[src/rtl/calc_alu_sched.sv]
// rtl/calc_alu_sched.sv - operation sequencer for the calculator's shared add/sub/mul/div datapath
// Optional CALC_MOD_EN adds '%' (remainder) on the divide iteration.
module calc_alu_sched #(
   parameter int WIDTH = 16,
   parameter int CNT_W = 5
) (
   input  logic             clk,
   input  logic             rst_n,
   input  logic             req_valid,
   output logic             req_ready,
   input  logic [WIDTH-1:0] operand_a,
   input  logic [WIDTH-1:0] operand_b,
   input  logic [7:0]       op_char,
   input  logic             abort,
   output logic             busy,
   output logic [WIDTH-1:0] result_value,
   output logic             result_valid,
   output logic             err_ovf,
   output logic             err_div0,
   output logic             err_op
);

   typedef enum logic [1:0] {S_IDLE, S_EXEC, S_ITER, S_DONE} state_t;
   typedef enum logic [2:0] {K_ADD, K_SUB, K_MUL, K_DIV, K_MOD, K_BAD} kind_t;

   localparam logic [CNT_W-1:0] LAST = CNT_W'(WIDTH - 1);

   state_t               r_state;
   kind_t                r_kind;
   logic [WIDTH-1:0]     r_a;
   logic [WIDTH-1:0]     r_b;
   logic [2*WIDTH-1:0]   r_x;
   logic [2*WIDTH-1:0]   r_acc;
   logic [WIDTH-1:0]     r_y;
   logic [WIDTH-1:0]     r_rem;
   logic [CNT_W-1:0]     r_cnt;
   logic [WIDTH-1:0]     r_result;
   logic                 r_valid;
   logic                 r_ovf;
   logic                 r_div0;
   logic                 r_op_err;

   kind_t                w_kind;
   logic [WIDTH:0]       w_sum;
   logic [WIDTH-1:0]     w_diff;
   logic [2*WIDTH-1:0]   w_acc_next;
   logic [WIDTH:0]       w_shift;
   logic [WIDTH:0]       w_sub;
   logic                 w_ge;
   logic [WIDTH-1:0]     w_rem_next;
   logic [WIDTH-1:0]     w_quo_next;
   logic                 w_is_div;

   always_comb begin
      w_kind = K_BAD;
      case (op_char)
         8'h2B:   w_kind = K_ADD;
         8'h2D:   w_kind = K_SUB;
         8'h2A:   w_kind = K_MUL;
         8'h2F:   w_kind = K_DIV;
`ifdef CALC_MOD_EN
         8'h25:   w_kind = K_MOD;
`else
`endif
         default: w_kind = K_BAD;
      endcase
   end

   assign w_is_div   = (w_kind == K_DIV) || (w_kind == K_MOD);
   assign w_sum      = {1'b0, r_a} + {1'b0, r_b};
   assign w_diff     = r_a - r_b;
   assign w_acc_next = r_acc + (r_y[0] ? r_x : '0);

   // Restoring divide: r_y shifts the dividend out MSB-first while quotient bits shift in.
   assign w_shift    = {r_rem, r_y[WIDTH-1]};
   assign w_sub      = w_shift - {1'b0, r_b};
   assign w_ge       = (w_shift >= {1'b0, r_b});
   assign w_rem_next = w_ge ? w_sub[WIDTH-1:0] : w_shift[WIDTH-1:0];
   assign w_quo_next = {r_y[WIDTH-2:0], w_ge};

   always_ff @(posedge clk) begin
      if (!rst_n) begin
         r_state  <= S_IDLE;
         r_kind   <= K_ADD;
         r_a      <= '0;
         r_b      <= '0;
         r_x      <= '0;
         r_acc    <= '0;
         r_y      <= '0;
         r_rem    <= '0;
         r_cnt    <= '0;
         r_result <= '0;
         r_valid  <= 1'b0;
         r_ovf    <= 1'b0;
         r_div0   <= 1'b0;
         r_op_err <= 1'b0;
      end else begin
         r_valid <= 1'b0;
         case (r_state)
            S_IDLE: begin
               if (req_valid) begin
                  r_kind   <= w_kind;
                  r_a      <= operand_a;
                  r_b      <= operand_b;
                  r_x      <= {{WIDTH{1'b0}}, operand_a};
                  r_y      <= (w_kind == K_MUL) ? operand_b : operand_a;
                  r_acc    <= '0;
                  r_rem    <= '0;
                  r_cnt    <= '0;
                  r_ovf    <= 1'b0;
                  r_div0   <= 1'b0;
                  r_op_err <= 1'b0;
                  if (w_is_div && (operand_b == '0)) begin
                     r_result <= (w_kind == K_DIV) ? '1 : operand_a;
                     r_div0   <= 1'b1;
                     r_valid  <= 1'b1;
                     r_state  <= S_DONE;
                  end else if (w_is_div || (w_kind == K_MUL)) begin
                     r_state <= S_ITER;
                  end else begin
                     r_state <= S_EXEC;
                  end
               end
            end
            S_EXEC: begin
               if (abort) begin
                  r_state <= S_IDLE;
               end else begin
                  case (r_kind)
                     K_ADD: begin
                        r_result <= w_sum[WIDTH-1:0];
                        r_ovf    <= w_sum[WIDTH];
                     end
                     K_SUB: begin
                        r_result <= w_diff;
                        r_ovf    <= (r_a < r_b);
                     end
                     default: begin
                        r_result <= '0;
                        r_op_err <= 1'b1;
                     end
                  endcase
                  r_valid <= 1'b1;
                  r_state <= S_DONE;
               end
            end
            S_ITER: begin
               if (abort) begin
                  r_state <= S_IDLE;
               end else begin
                  r_cnt <= r_cnt + CNT_W'(1);
                  if (r_kind == K_MUL) begin
                     r_acc <= w_acc_next;
                     r_x   <= r_x << 1;
                     r_y   <= r_y >> 1;
                  end else begin
                     r_rem <= w_rem_next;
                     r_y   <= w_quo_next;
                  end
                  if (r_cnt == LAST) begin
                     if (r_kind == K_MUL) begin
                        r_result <= w_acc_next[WIDTH-1:0];
                        r_ovf    <= |w_acc_next[2*WIDTH-1:WIDTH];
                     end else if (r_kind == K_MOD) begin
                        r_result <= w_rem_next;
                     end else begin
                        r_result <= w_quo_next;
                     end
                     r_valid <= 1'b1;
                     r_state <= S_DONE;
                  end
               end
            end
            S_DONE:  r_state <= S_IDLE;
            default: r_state <= S_IDLE;
         endcase
      end
   end

   assign req_ready    = (r_state == S_IDLE);
   assign busy         = ~req_ready;
   assign result_value = r_result;
   assign result_valid = r_valid;
   assign err_ovf      = r_ovf;
   assign err_div0     = r_div0;
   assign err_op       = r_op_err;

endmodule

[config.mk]
export PLATFORM = sky130hd
export DESIGN_NAME = calc_alu_sched
export DESIGN_NICKNAME = d
export VERILOG_FILES = /design/src/rtl/calc_alu_sched.sv
export SDC_FILE = /design/constraint.sdc
export NUM_CORES = 1
export LEC_CHECK = 0
export CORE_ASPECT_RATIO = 0.75
export CORE_MARGIN = 5
export CORE_UTILIZATION = 40
export CTS_BUF_LIST = sky130_fd_sc_hd__clkbuf_4
export CTS_CLUSTER_DIAMETER = 30
export DETAILED_ROUTE_END_ITERATION = 10
export DONT_BUFFER_PORTS = 1
export PLACE_DENSITY_LB_ADDON = 0.12
export SLEW_MARGIN = 20
export SYNTH_ARGS = -nofsm -noshare
export SYNTH_HDL_FRONTEND = slang
export SYNTH_SLANG_ARGS = --single-unit
[constraint.sdc]
create_clock -name clk -period 4.7 [get_ports clk]
set_input_delay 0.47 -clock clk [delete_from_list [all_inputs] [get_ports clk]]
set_output_delay 0.47 -clock clk [all_outputs]
set_load 0.01 [all_outputs]
==> results of run 1 <==
-- Yosys cell counts, drive strengths merged (13+ instances only) --
| library cell | instances | area [sq um] |
|---|---|---|
| a211oi | 36 | 275 |
| a21boi | 19 | 146 |
| a21o | 16 | 120 |
| a21oi | 102 | 529 |
| a221oi | 24 | 210 |
| a22oi | 47 | 353 |
| and2 | 40 | 250 |
| buf | 19 | 119 |
| clkbuf | 75 | 282 |
| dfxtp | 158 | 3160 |
| ha | 85 | 1060 |
| inv | 61 | 229 |
| mux2i | 47 | 470 |
| nand2 | 165 | 622 |
| nand3 | 36 | 185 |
| nand4 | 17 | 119 |
| nor2 | 203 | 762 |
| nor3 | 37 | 185 |
| o211ai | 16 | 120 |
| o21a | 13 | 105 |
| o21ai | 68 | 344 |
| o22a | 16 | 140 |
| xnor2 | 24 | 210 |
| xor2 | 13 | 114 |
-- sequential cells by signal (all words and copies together), names as in the netlist, 2 cells and up --
signal and count:
r_acc 32, r_x 32, r_a 16, r_b 16, r_rem 16, r_y 16, result_value 16, r_cnt 5
r_kind 3, r_state 2
-- metrics by stage --
stage           util  area, sq um  std cells  setup WS, ps
4_1_cts        0.437        12700       1906          1190
3_3_place_gp   0.413        12000       1840           705
5_1_grt        0.437        12700       1909           858
2_1_floorplan      -        11800       1524          1560
3_5_place_dp   0.413        12000       1840          1120
6_report       0.437        12700       1909          1160
-- where the power goes --
part | switching (mW) | total (mW) | internal (mW)
clock | 0.525 | 1.01 | 0.481
combinational | 1.60 | 2.51 | 0.910
sequential | 0.233 | 1.76 | 1.53
-- layout by cell type (no fill, tap or decap), drive strengths merged, types with 9 or more instances in the layout --
cell / count
nor2: 203
nand2: 165
dfxtp: 158
a21oi: 102
ha: 85
o21ai: 68
inv: 62
a22oi: 47
mux2i: 47
and2: 40
nor3: 37
a211oi: 36
nand3: 36
dlygate4sd3: 33
xnor2: 24
a221oi: 24
clkbuf: 19
buf: 19
a21boi: 19
nand4: 17
o211ai: 16
a21o: 16
o22a: 16
xor2: 13
o21a: 13
nand2b: 12
nor4: 12
o21bai: 11
or3: 11
and3: 10
nor2b: 10
a2bb2oi: 9
-- worst paths after layout --
| kind | start | endpoint | slack, ps | depth (start not counted) |
|---|---|---|---|---|
| setup / recovery | r_y[0] | err_ovf | 1160 | 12 |
| hold reg to reg | r_acc[22] | r_acc[22] | 480 | 2 |
| setup reg to reg | r_y[0] | err_ovf | 1160 | 12 |
| hold / removal | operand_a[12] | r_x[12] | 50 | 2 |
-- cell type report --
type | count | area [sq um] | area share
repair buffers | 52 | 485 | 0.0382
multi-input cells | 1211 | 7990 | 0.629
clock buffers | 19 | 143 | 0.0112
inverters | 61 | 231 | 0.0182
diodes | 3 | 7.51 | 0.000591
well taps | 392 | 490 | 0.0386
clock inverters | 13 | 194 | 0.0153
flip-flops and latches | 158 | 3160 | 0.249
-- layer usage --
layer  wire (microns)  GRT usage
met1            21000      0.385
met2            15900      0.338
met3             4570     0.0892
met4              473     0.0472
met5               13          0
-- logic make-up after synthesis --
group                    synth area share
AO/OA/AOI/OAI                       0.275
XOR/XNOR                           0.0275
multiplexers                       0.0486
adder cells (fa/ha/maj)            0.0972
buffers and inverters              0.0535
flip-flops                          0.269
AND/OR/NAND/NOR                     0.229
-- worst max-delay path, stage by stage (launching register included) --
cell and delay, ps:
dfxtp_1 480, buf_4 330, and2_1 180, ha_1 320
or2_2 340, and3_1 230, o32ai_1 280, o21ai_0 130
a21oi_1 320, o21ai_0 180, xor2_1 180, nor4_1 330
a211oi_2 110
==> run summary, run 1 <==
Tot GR Track Use - 0.252
hold_buf cts - 34
Synth Register Bits - 158
root buffer cell - clkbuf_4
final hold slack - 51.9 ps
Max H-tree Level - 4
worst min-delay path class - primary input to flop
layout cells sized above 1 - 0.0561
Req. time, crit path - 5220 ps
P&R area growth vs syn - 7.93%
initial drt markers - 1,178
fill count - 3,080
Clk pin slew, worst setup/hold paths - 140 ps
final period utilization - 0.753
Crit Path Category - flop to flop
First-pass DRT Iterations - 5
syn_area_per_cell - 7.72 sq um
Total Power - 5.28 mW
DRC Markers - 0
DR vias/cell - 6.04
Mapped Area - 11,800 sq um
die width - 208 microns
setup violators final - 0
Initial Util - 0.405
post-synth net total - 1,657
Yosys cell types - 92
setup TNS - 0 ps
antenna violation net count after detailed routing - 0
WP data arrival - 4060 ps
startpoint types - flop
Worst setup EP type - flop
first-pass GRT wire length - 65,100 microns
clock buffer depth - 2
CTS tree - yes
largest net degree at the start of global routing - 55
wire per inst - 22.0 microns
post-synthesis async set-or-reset flop share - 0
Pleak - 4.99 nW
CTS buffer count - 17
fin crit period - 3540 ps
Post-synth EDFFs - 0
initial antenna violation count - 3
Max-Cap Viols - 0
Yosys warning total - 0
vias post-DR - 11,500
most used flip-flop cell after synthesis - dfxtp_1
port buffer count - 0
FMAX - 282 MHz
GRT overflow - 0
I/O pin cnt - 66
Core Region - 29,100 sq um
final hold vios - 0
Cell Rows - 54
Num Clock Sinks - 158
final wirelength - 41,900 microns
Syn Inst Count - 1,524
Die H - 159 microns
Power Density - 416 nW/um^2
post-CTS sizing - 0
vias in the first global route - 10,600
status - finished, final reports clean
RSZ-0062 raised after global routing - no
CP Max Fanout - 26
Clock Skew - 30.9 ps
dpl hpwl - 30,800 microns
Slew @ Worst Pin - 1030 ps
Post-CTS Setup Bufs - 0
NumNets Final - 1,634
Pins Over Slew Limit - 0
die footprint - 33,000 sq um
post-synthesis sequential area ratio - 0.269
clock latency on the worst-skew pair - 640 ps
Peak supply drop - 0.261 mV
Placer Congestion - 0.900
headroom to the max-slew limit - 0.309
(Power assumes the default switching activity.)
==> run 2: changes to the inputs <==
==> constraint.sdc (replaced) <==
create_clock -name clk -period 2.9 [get_ports clk]
set_input_delay 0.29 -clock clk [delete_from_list [all_inputs] [get_ports clk]]
set_output_delay 0.29 -clock clk [all_outputs]
set_load 0.01 [all_outputs]
==> run 2 against run 1 <==
  * The run now ends with negative setup slack left
  * Via count grew 12%
  * Sequential power grew 60%
  * Sequential share of layout area shrank 5.4 points
  * Global-route usage grew 2.7 points
  * Clock skew grew 0.65 ps
  * Die area is the same
  * Total power grew 95%
  * Wire length grew 14%
  * Cell count grew 16%
  * Sequential cell count is the same
  * Design area grew 28%
  * Maximum frequency grew 16%
  * Largest cell class unchanged
  * Largest power group unchanged
==> run summary, run 2 (same netlist as run 1, synthesis figures left out) <==
Tot GR Track Use - 0.279
Hold Crit Depth - 3
die footprint - 33,000 sq um
RSZ-0062 raised after global routing - yes
vias post-DR - 12,900
power share of the clock group - 0.165
vias in the first global route - 12,000
GRT overflow - 0
leading cell type in the layout, fill and taps excluded - buf_4
initial drt markers - 1,304
largest registers - r_acc: 32 flops, r_x: 32 flops
Pleak - 6.68 nW
headroom to the max-slew limit - 0.307
failing checks - negative setup slack
antenna violation net count after detailed routing - 0
Pins Over Slew Limit - 0
setup slack after placement - -454 ps
Worst setup EP type - flop
dpl hpwl - 34,300 microns
DRC Markers - 0
Sw Pwr - 4.48 mW
Clk pin slew, worst setup/hold paths - 160 ps
FMAX - 328 MHz
clock latency on the worst-skew pair - 660 ps
layout cells sized above 1 - 0.299
Crit Path Category - flop to flop
status - finished, violations left
Internal - 5.85 mW
first-pass GRT wire length - 71,800 microns
First-pass DRT Iterations - 6
fin worst setup slack - -147 ps
Core Region - 29,100 sq um
root buffer cell - clkbuf_4
Power Density - 633 nW/um^2
wire per inst - 21.7 microns
Switching Fraction - 0.434
Initial Util - 0.405
Util after Layout - 0.562
worst min-delay path class - primary input to flop
initial antenna violation count - 1
startpoint types - flop
Placed Cells - 2,090
Peak supply drop - 0.322 mV
final wirelength - 47,900 microns
commonest non-fill, non-tap cells in the layout - 287 x buf_4, 200 x nor2_1, 160 x nand2_1, 141 x dfxtp_1, 75 x a21oi_1
Num Clock Sinks - 158
final hold slack - 39.5 ps
die width - 208 microns
setup violators final - 10
Reg2Reg Depth - 12
NumNets Final - 1,934
largest net degree at the start of global routing - 55
WP data arrival - 3590 ps
Total Power - 10.3 mW
Req. time, crit path - 3440 ps
CTS tree - yes
Cell Rows - 54
Placer Congestion - 0.948
final hold vios - 0
Die H - 159 microns
P&R area growth vs syn - 38.7%
Max-Cap Viols - 0
Comb power frac - 0.561
register share of total power - 0.273
Cell Count, Final, Fillers Out - 2,210
clock buffer depth - 2
Slew @ Worst Pin - 1030 ps
CP Max Fanout - 13
Clock Skew - 31.5 ps
Max H-tree Level - 4
final period utilization - 1.05
I/O pin cnt - 66
port buffer count - 0
DR vias/cell - 5.83
fin crit period - 3050 ps
CTS buffer count - 17
[run 2: changes by cell type in the layout (fill, tap and decap cells not counted), sizes merged]
cell,previous run,this run
diode,3,4
clkinv,6,4
dlygate4sd3,33,48
inv,62,64
o21a,13,14
clkinvlp,1,2
buf,19,303
clkbuf,19,18
[run 2: power groups by stage]
stage,registers [mW],clock network (mW),logic (mW)
floorplan,2.74,0,3.02
global placement,2.84,0,4.77
detailed placement,2.84,0,4.81
CTS,2.80,1.73,5.25
global route,2.86,1.84,6.14
finish,2.82,1.71,5.79
[run 2: layout make-up]
cell class,count,area [sq um]
Antenna cell,4,10.0
Clock buffer,18,135
Clock inverter,14,213
Fill cell,2707,12700
Inverter,61,236
Multi-Input combinational cell,1212,9160
Sequential cell,158,3190
Tap cell,392,490
Timing Repair Buffer,351,2890
[run 2: through the flow]
step / area, sq um / TNS (ps)
2_1_floorplan: 11800 / 0
3_3_place_gp: 13900 / -4320
3_5_place_dp: 13900 / -5420
4_1_cts: 15500 / -329
5_1_grt: 16300 / -2550
6_report: 16300 / -355
[run 2: final timing paths]
path / start / endpoint / slack (ps)
setup / recovery: r_y[0] / err_ovf / -150
hold / removal: op_char[0] / r_kind[1] / 40
setup reg to reg: r_y[0] / err_ovf / -150
hold reg to reg: r_b[4] / r_b[4] / 480
[run 2: timing repair]
item,in CTS,in global routing
setup endpoints to repair,39,45
gates cloned,1,0
pin swaps,53,81
buffers inserted,18,17
endpoints found under the hold margin,94,0
resized for setup,108,134
hold buffers,50,0
[run 2: critical path: stages (launching register included)]
cell,delay (ps)
dfxtp_4,410
buf_12,160
and2_4,150
ha_4,270
buf_6,100
nand4_4,100
or4_4,560
o211a_1,270
o21ai_2,160
nand3_2,100
a221oi_2,260
and4b_1,300
a211oi_2,90
[run 2: per-layer routing]
metal  wire, microns  up-vias  GRT usage  part of all wire
met4             785        0     0.0566             0.016
met3            4800       59     0.0810              0.10
met1           23800     6140      0.429              0.50
li1                -     6111          -                 -
met5               0        -          0                 0
met2           18500      579      0.382              0.39
